<file path="src/rtl/seq_mag_cmp_if.sv">
// Request/result bundle for the sequential magnitude comparator.
// Master drives the operands and start. Slave returns the registered status and result.
interface seq_mag_cmp_if #(
    parameter int WIDTH = 8
);
    logic             start;
    logic             signed_mode;
    logic [WIDTH-1:0] a;
    logic [WIDTH-1:0] b;
    logic             busy;
    logic             done;
    logic             greater;
    logic             less;
    logic             equal;

    modport master (
        output start, signed_mode, a, b,
        input  busy, done, greater, less, equal
    );

    modport slave (
        input  start, signed_mode, a, b,
        output busy, done, greater, less, equal
    );
endinterface

</file>
<file path="src/rtl/seq_mag_cmp.sv">
// MSB-first digit-serial magnitude comparator. Latency is 1..WIDTH/DIGIT cycles, with an early exit on the first differing digit.
// start is ignored while busy. Results are registered and held until the next accepted start.
module seq_mag_cmp #(
    parameter int WIDTH = 8,
    parameter int DIGIT = 2
) (
    input  logic         clk,
    input  logic         rst_n,
    seq_mag_cmp_if.slave bus
);
    localparam int NCHUNK = WIDTH / DIGIT;
    localparam int IDXW   = (NCHUNK > 1) ? $clog2(NCHUNK) : 1;
    localparam logic [IDXW-1:0] LAST_IDX = IDXW'(NCHUNK - 1);

    if (WIDTH < 2 || (WIDTH % DIGIT) != 0) begin : g_bad_param
        $error("seq_mag_cmp: WIDTH must be >= 2 and a multiple of DIGIT");
    end

    typedef enum logic {
        IDLE = 1'b0,
        RUN  = 1'b1
    } state_t;

    state_t           state;
    logic [WIDTH-1:0] op_a;
    logic [WIDTH-1:0] op_b;
    logic [IDXW-1:0]  idx;
    logic             busy_q;
    logic             done_q;
    logic             gt_q;
    logic             lt_q;
    logic             eq_q;
    logic [DIGIT-1:0] dig_a;
    logic [DIGIT-1:0] dig_b;

    // Flipping the sign bit maps two's-complement order onto unsigned order.
    function automatic logic [WIDTH-1:0] to_offset(input logic [WIDTH-1:0] v, input logic sm);
        return {v[WIDTH-1] ^ sm, v[WIDTH-2:0]};
    endfunction

    always_comb begin
        dig_a = op_a[int'(idx)*DIGIT +: DIGIT];
        dig_b = op_b[int'(idx)*DIGIT +: DIGIT];
    end

    always_ff @(posedge clk or negedge rst_n) begin
        if (!rst_n) begin
            state  <= IDLE;
            op_a   <= '0;
            op_b   <= '0;
            idx    <= '0;
            busy_q <= 1'b0;
            done_q <= 1'b0;
            gt_q   <= 1'b0;
            lt_q   <= 1'b0;
            eq_q   <= 1'b0;
        end else begin
            done_q <= 1'b0;
            case (state)
                IDLE: begin
                    if (bus.start) begin
                        op_a   <= to_offset(bus.a, bus.signed_mode);
                        op_b   <= to_offset(bus.b, bus.signed_mode);
                        idx    <= LAST_IDX;
                        gt_q   <= 1'b0;
                        lt_q   <= 1'b0;
                        eq_q   <= 1'b0;
                        busy_q <= 1'b1;
                        state  <= RUN;
                    end
                end
                RUN: begin
                    if (dig_a > dig_b) begin
                        gt_q   <= 1'b1;
                        done_q <= 1'b1;
                        busy_q <= 1'b0;
                        state  <= IDLE;
                    end else if (dig_a < dig_b) begin
                        lt_q   <= 1'b1;
                        done_q <= 1'b1;
                        busy_q <= 1'b0;
                        state  <= IDLE;
                    end else if (idx == '0) begin
                        eq_q   <= 1'b1;
                        done_q <= 1'b1;
                        busy_q <= 1'b0;
                        state  <= IDLE;
                    end else begin
                        idx <= idx - 1'b1;
                    end
                end
                default: begin
                    busy_q <= 1'b0;
                    state  <= IDLE;
                end
            endcase
        end
    end

    assign bus.busy    = busy_q;
    assign bus.done    = done_q;
    assign bus.greater = gt_q;
    assign bus.less    = lt_q;
    assign bus.equal   = eq_q;
endmodule

</file>
<file path="src/flat_wrapper.sv">
// flat-port wrapper written by rule: the top's interface ports become plain ports
module seq_mag_cmp_flat 
#(
    parameter int WIDTH = 8,
    parameter int DIGIT = 2
)
  (clk, rst_n, bus_start, bus_signed_mode, bus_a, bus_b, bus_busy, bus_done, bus_greater, bus_less, bus_equal);
  seq_mag_cmp_if #(.WIDTH(WIDTH)) bus_i ();
  input  logic clk;
  input  logic rst_n;
  input wire logic [$bits(bus_i.start)-1:0] bus_start;
  input wire logic [$bits(bus_i.signed_mode)-1:0] bus_signed_mode;
  input wire logic [$bits(bus_i.a)-1:0] bus_a;
  input wire logic [$bits(bus_i.b)-1:0] bus_b;
  output wire logic [$bits(bus_i.busy)-1:0] bus_busy;
  output wire logic [$bits(bus_i.done)-1:0] bus_done;
  output wire logic [$bits(bus_i.greater)-1:0] bus_greater;
  output wire logic [$bits(bus_i.less)-1:0] bus_less;
  output wire logic [$bits(bus_i.equal)-1:0] bus_equal;
  assign bus_i.start = bus_start;
  assign bus_i.signed_mode = bus_signed_mode;
  assign bus_i.a = bus_a;
  assign bus_i.b = bus_b;
  assign bus_busy = bus_i.busy;
  assign bus_done = bus_i.done;
  assign bus_greater = bus_i.greater;
  assign bus_less = bus_i.less;
  assign bus_equal = bus_i.equal;
  seq_mag_cmp #(.WIDTH(WIDTH), .DIGIT(DIGIT)) u_core (.clk(clk), .rst_n(rst_n), .bus(bus_i));
endmodule
</file>
<file path="config.mk">
export PLATFORM = sky130hd
export DESIGN_NAME = seq_mag_cmp_flat
export DESIGN_NICKNAME = d
export VERILOG_FILES = /design/src/rtl/seq_mag_cmp_if.sv /design/src/rtl/seq_mag_cmp.sv /design/src/flat_wrapper.sv
export SDC_FILE = /design/constraint.sdc
export NUM_CORES = 1
export LEC_CHECK = 0
export BUFFER_PORTS_ARGS = -buffer_cell sky130_fd_sc_hd__buf_2
export CAP_MARGIN = 10
export CORE_ASPECT_RATIO = 0.9
export CORE_MARGIN = 1.5
export CORE_UTILIZATION = 40
export DETAILED_ROUTE_END_ITERATION = 7
export PLACE_DENSITY = 0.69
export SYNTH_ARGS = -nofsm -noshare
export SYNTH_HDL_FRONTEND = slang
export SYNTH_SLANG_ARGS = --single-unit
export TNS_END_PERCENT = 20
</file>
<file path="constraint.sdc">
create_clock -name clk -period 2.3 [get_ports clk]
set_input_delay 0.46 -clock clk [delete_from_list [all_inputs] [get_ports clk]]
set_output_delay 0.46 -clock clk [all_outputs]
set_load 0.03 [all_outputs]
</file>
## Yosys cells after proc, flatten, opt, wreduce, memory -nomap -nowiden

Cells that the tools add are included.

| operators by class | value |
|---|---|
| $add $sub $neg | 1 |
| magnitude comparators | 2 |
| equality and inequality tests | 8 |
| shift operators | 2 |
| mux-type cells | 29 |
| bitwise logic cells | 3 |
| reduce and logical (&&, ||, !) cells | 7 |

Operator list:

| cell | number |
|---|---|
| 1-bit 2-to-1 mux | 19 |
| 8-bit by 4-bit variable part select with 2-bit output | 2 |
| 2-bit inequality test (second input constant) | 7 |
| 1-bit one-hot mux with 2 select lines | 5 |
| 2-bit 2-to-1 mux | 4 |
| 4-bit AND reduction | 2 |
| 2-bit AND reduction | 3 |
| 4-bit inequality test (second input constant) | 1 |
| 2-bit one-hot mux with 2 select lines | 1 |
| 3-bit AND reduction | 1 |
| 2-bit > comparator | 1 |
| 2-bit logical NOT | 1 |
| 2-bit less-than comparator | 1 |
| 2-bit by 1-bit subtractor with 2-bit output (second input constant) | 1 |
| 1-bit XOR | 2 |
| 1-bit inverter | 1 |

| word-level totals | value |
|---|---|
| register bits | 24 |
| output and inout port bits | 5 |
| logic and storage cells | 61 |

## Longest topological paths before layout

| logic depth | value |
|---|---|
| word-level depth | 5 |
| depth in mapped cells | 7 |

## Least setup slack after synthesis

OpenSTA, ideal clock, no wires.

| timing | value |
|---|---|
| path kind | register to register |
| start | reg u_core.idx[0] |
| end | reg u_core.idx[1] |
| setup time | 87 ps |
| arrival time | 1859 ps |
| path slack | 354 ps |
| cell stages (with the launch flop) | 7 |
| clock period less this slack | 1946 ps |
| cell sequence | dfrtp_1 buf_2 mux4_2 ha_1 nand2_1 o32a_1 a22oi_1 |

| between the ends | value |
|---|---|
| cells in the longest elaborated chain, start to end | 5 |
| elaborated cells on any way between the ends | 14 |
| classes of those cells | 1 x add/sub; 2 x order compare; 3 x eq/ne; 2 x shift; 4 x mux; 2 x reduce/logical |

Ends and longest elaborated chain:

| item | line | text |
|---|---|---|
| start, declared | seq_mag_cmp.sv:27 | `logic [IDXW-1:0] idx;` |
| start signal, assigned | seq_mag_cmp.sv:89 | `idx <= idx - 1'b1;` |
| parallel branches: the longest is 5 deep, another holds 2-bit > comparator | n/a |  |

Parallel ways; which one is timed is not known. The select of a mux whose other input is x is not followed.
A chain may end at the register's enable or synchronous reset.

## Final worst setup path

Ends and elaborated chain as after synthesis.

==> results.env <==
CRITPATHKIND='reg -> reg'
CELL_TYPE_WITH_THE_LARGEST_TOTAL_AREA_AFTER_SYNTHESIS='sky130_fd_sc_hd__dfrtp_1'
FIN_NETS=131
ROUTED.TOP_LAYER='met4'
ACHIEVABLE_CLOCK_FREQUENCY_MHz=476
LEAKAGEPOWER_nW=0.626
MAX-CAP-VIOLATIONS=0
AREA_OF_THE_MULTI_INPUT_GATES_UM2=472
CLOCK_SKEW_NS=0.00966
ROUTABILITYCONGESTION=0.802
VIAS=687
CTS_NUM_SINKS=24
WIRE_PER_INST_UM=12.0
DESIGN.DIE.AREA_MM2=0.00322
POWER.DENSITY_CELL_AREA_mW_PER_MM2=1360
DIE-HEIGHT_UM=53.9
POSTCTSRESIZEDCELLS=0
FLOORPLAN.ROWS=18
YOSYSWARNINGCOUNT=0
TIMING.CRITICAL_PATH.FROM_TYPE='register'
TIMING.CRITICAL_PATH.TO_TYPE='register'
YS_SEQ_ELEMENTS=24
DETAIL_ROUTE.ITER0.VIOLATIONS=8
SUM_OF_OVERFLOW_ACROSS_ALL_LAYERS_AFTER_GLOBAL_ROUTING=0
MAXSLEWVIOLCOUNT=0
FIN_CRIT_NS=2.10
FILLERS=276
GROUTE.USAGE.OVERALL=0.135
HOLD_SLACK_NS=0.0880
COUNT_OF_TRITONROUTE_ITERATIONS_IN_THE_FIRST_ROUTING_PASS=2
PLACED_AREA_MM2=0.00127
CLOCK_INSERTION_DELAY_WORST_SKEW_NS=0.32
SEQCELLAREA_UM2=601
CLK_TRANSITION_REPORTED_PATHS_NS=0.13
IO_BUFFER_COUNT=24
TRITONCTS='yes'
INITIAL_UTILIZATION=0.420
ANTENNA_FOUND_INITIAL=0
CLK_PATH_BUF_DEPTH=2
CTS_MADE_BUFFERS=3
HOLD_CLASS='in -> async'
RATIO_OF_CELLS_WITH_DRIVE_ABOVE_1_IN_THE_FINAL_LAYOUT=0.449
CRIT_FANOUT=5
SYNTH_ASYNC_SR_FLOP_SHARE=1.00
SYNTH_CELLS=83
MET1WIRELENGTH_UM=793
SYNTH.AVG_CELL_AREA_UM2=13.9
STATUS='finished clean'
SYNTH_TOP_AREA_SHARE=0.521
REPORT.FINAL.HOLD_VIOL_COUNT=0
VIA_DENSITY=4.67
DIE_W_UM=59.6
HTREE_NUM_LEVELS=1
GLOBAL_ROUTE_WIRE_LENGTH_BEFORE_REPAIR_UM=3060
MAX-VDD-IR-DROP_V=0.000562
YS_TOP_CELLS_BY_AREA='sky130_fd_sc_hd__dfrtp_1 (52%), sky130_fd_sc_hd__mux2_2 (8.8%), sky130_fd_sc_hd__mux4_2 (7.8%)'
DRCVIOLATIONCOUNT=0
MAXIMUM_NUMBER_OF_PINS_ON_ONE_NET_BEFORE_GLOBAL_ROUTE_REPAIR=25
FIRST_GLOBAL_VIAS=700
TNS_NS=0
POST_CTS_HOLD_BUFFER_COUNT=0
DETAILROUTE.WIRELENGTH.MET3_UM=98
AREAGROWTHSYNTHTOFINISH_PCT=13.4
SYNTH_MOST_COMMON_CELL='sky130_fd_sc_hd__dfrtp_1'
FLOORPLAN.CORE_AREA_MM2=0.00275
TOTALWIRELENGTH_UM=1760
DESIGN_AREA_MM2=0.00131
YS.FLOP_TYPE='sky130_fd_sc_hd__dfrtp_1'
WORSTPATHREQUIRED_NS=2.55
DRT.ANTENNA.VIOLATING_NETS=0
MET2_LENGTH_UM=837
TIMING.FINAL.CRIT_SHARE=0.913
SETUP_REPAIR_AFTER_GLOBAL_ROUTING_MISSED_ITS_MARGIN='false'
POSTCTSSETUPREPAIRBUFS=0
NETLIST-CELL-TYPE-COUNT=26
POSTSYNTHNETCOUNT=106
SYNTH_ENABLE_FLOP_CELLS=0
WORST-SLEW-PIN-TRANSITION_NS=0.556
DP_HPWL_UM=1320
SYN_AREA_MM2=0.00115
YOSYSSEQAREASHARE=0.521
SYNTH_TOP_CELLS_BY_COUNT='sky130_fd_sc_hd__dfrtp_1 (24), sky130_fd_sc_hd__mux2_2 (9), sky130_fd_sc_hd__inv_1 (8)'
ANTENNA_CELLS=0
SETUP_VIOL=0
MAX_SLEW_MARGIN=0.628
CLK_ROOT_BUFFER_CELL='sky130_fd_sc_hd__clkbuf_4'
FINALPOWER_mW=1.78
FLOORPLAN.IO_PINS=25
TIMING.CRITICAL_PATH.ARRIVAL_NS=2.35
registers in the layout (all words and copies together) (netlist names):
| register | cells |
|---|---|
| u_core.bus.busy | 1 |
| u_core.bus.done | 1 |
| u_core.bus.equal | 1 |
| u_core.bus.greater | 1 |
| u_core.bus.less | 1 |
| u_core.idx | 2 |
| u_core.op_a | 8 |
| u_core.op_b | 8 |
| u_core.state | 1 |
placed cells by master (no fill, tap or decap):
cell / count
sky130_fd_sc_hd__buf_2: 24
sky130_fd_sc_hd__dfrtp_1: 24
sky130_fd_sc_hd__mux2_2: 9
sky130_fd_sc_hd__inv_1: 8
sky130_fd_sc_hd__mux2_4: 5
sky130_fd_sc_hd__mux4_2: 4
sky130_fd_sc_hd__a21oi_1: 4
sky130_fd_sc_hd__nand2_1: 3
sky130_fd_sc_hd__nor2_1: 3
sky130_fd_sc_hd__ha_1: 3
sky130_fd_sc_hd__clkbuf_4: 3
sky130_fd_sc_hd__nor2b_1: 2
sky130_fd_sc_hd__nor3_1: 2
sky130_fd_sc_hd__xnor2_1: 2
sky130_fd_sc_hd__nand2b_1: 1
sky130_fd_sc_hd__o32a_1: 1
sky130_fd_sc_hd__o2bb2ai_1: 1
sky130_fd_sc_hd__mux2i_1: 1
sky130_fd_sc_hd__nor2b_4: 1
sky130_fd_sc_hd__o21ai_0: 1
sky130_fd_sc_hd__o31ai_1: 1
sky130_fd_sc_hd__a22oi_1: 1
sky130_fd_sc_hd__o21ba_2: 1
sky130_fd_sc_hd__o22ai_1: 1
sky130_fd_sc_hd__clkbuf_8: 1
cell type report:
| type | instances | area share |
|---|---|---|
| clock buffers | 4 | 0.0277 |
| inverters | 8 | 0.0229 |
| multi-input cells | 47 | 0.360 |
| repair buffers | 24 | 0.0918 |
| well taps | 40 | 0.0382 |
| flip-flops and latches | 24 | 0.459 |
metal layers:
metal	track usage	up-vias
met5	0	-
met4	0.0556	0
met3	0.0505	5
met2	0.234	20
met1	0.150	326
li1	-	336
where the power goes:
group | internal (mW) | switching, mW
Sequential | 0.611 | 0.133
Clock | 0.0968 | 0.126
Combinational | 0.424 | 0.392
cells by family after synthesis:
kind of cell / share of synthesized area
AND/OR/NAND/NOR: 0.0564
adder cells (fa/ha/maj): 0.0325
flip-flops: 0.521
buffers and inverters: 0.0705
multiplexers: 0.240
XOR/XNOR: 0.0152
AO/OA/AOI/OAI: 0.0651
final timing paths:
kind	from	to	slack (ns)	cells after the start
min in group clk	bus_a[2]	u_core.op_a[2]$_DFFE_PN0P_	0.36	2
hold reg to reg	u_core.op_a[3]$_DFFE_PN0P_	u_core.op_a[3]$_DFFE_PN0P_	0.52	1
max in group asynchronous	rst_n	u_core.op_a[5]$_DFFE_PN0P_	1.85	1
hold / removal	rst_n	u_core.bus.greater$_DFFE_PN0P_	0.09	1
setup reg to reg	u_core.idx[0]$_DFFE_PN0P_	u_core.idx[1]$_DFFE_PN0P_	0.20	5
setup / recovery	u_core.idx[0]$_DFFE_PN0P_	u_core.idx[1]$_DFFE_PN0P_	0.20	5
critical path, cell delays in order, from the launching register on:
cell and delay, ns:
sky130_fd_sc_hd__dfrtp_1 0.51, sky130_fd_sc_hd__mux4_2 0.56, sky130_fd_sc_hd__ha_1 0.30, sky130_fd_sc_hd__nand2_1 0.11
sky130_fd_sc_hd__o32a_1 0.40, sky130_fd_sc_hd__a22oi_1 0.15
metrics by stage:
step                       util  cells  setup slack, ns
final                     0.476    147            0.200
after detailed placement  0.463    143            0.203
after CTS                 0.476    147            0.167
after global routing      0.476    147           0.0722
after global placement    0.463    143            0.250
after floorplan               -     83            0.354
(Power assumes the default switching activity.)
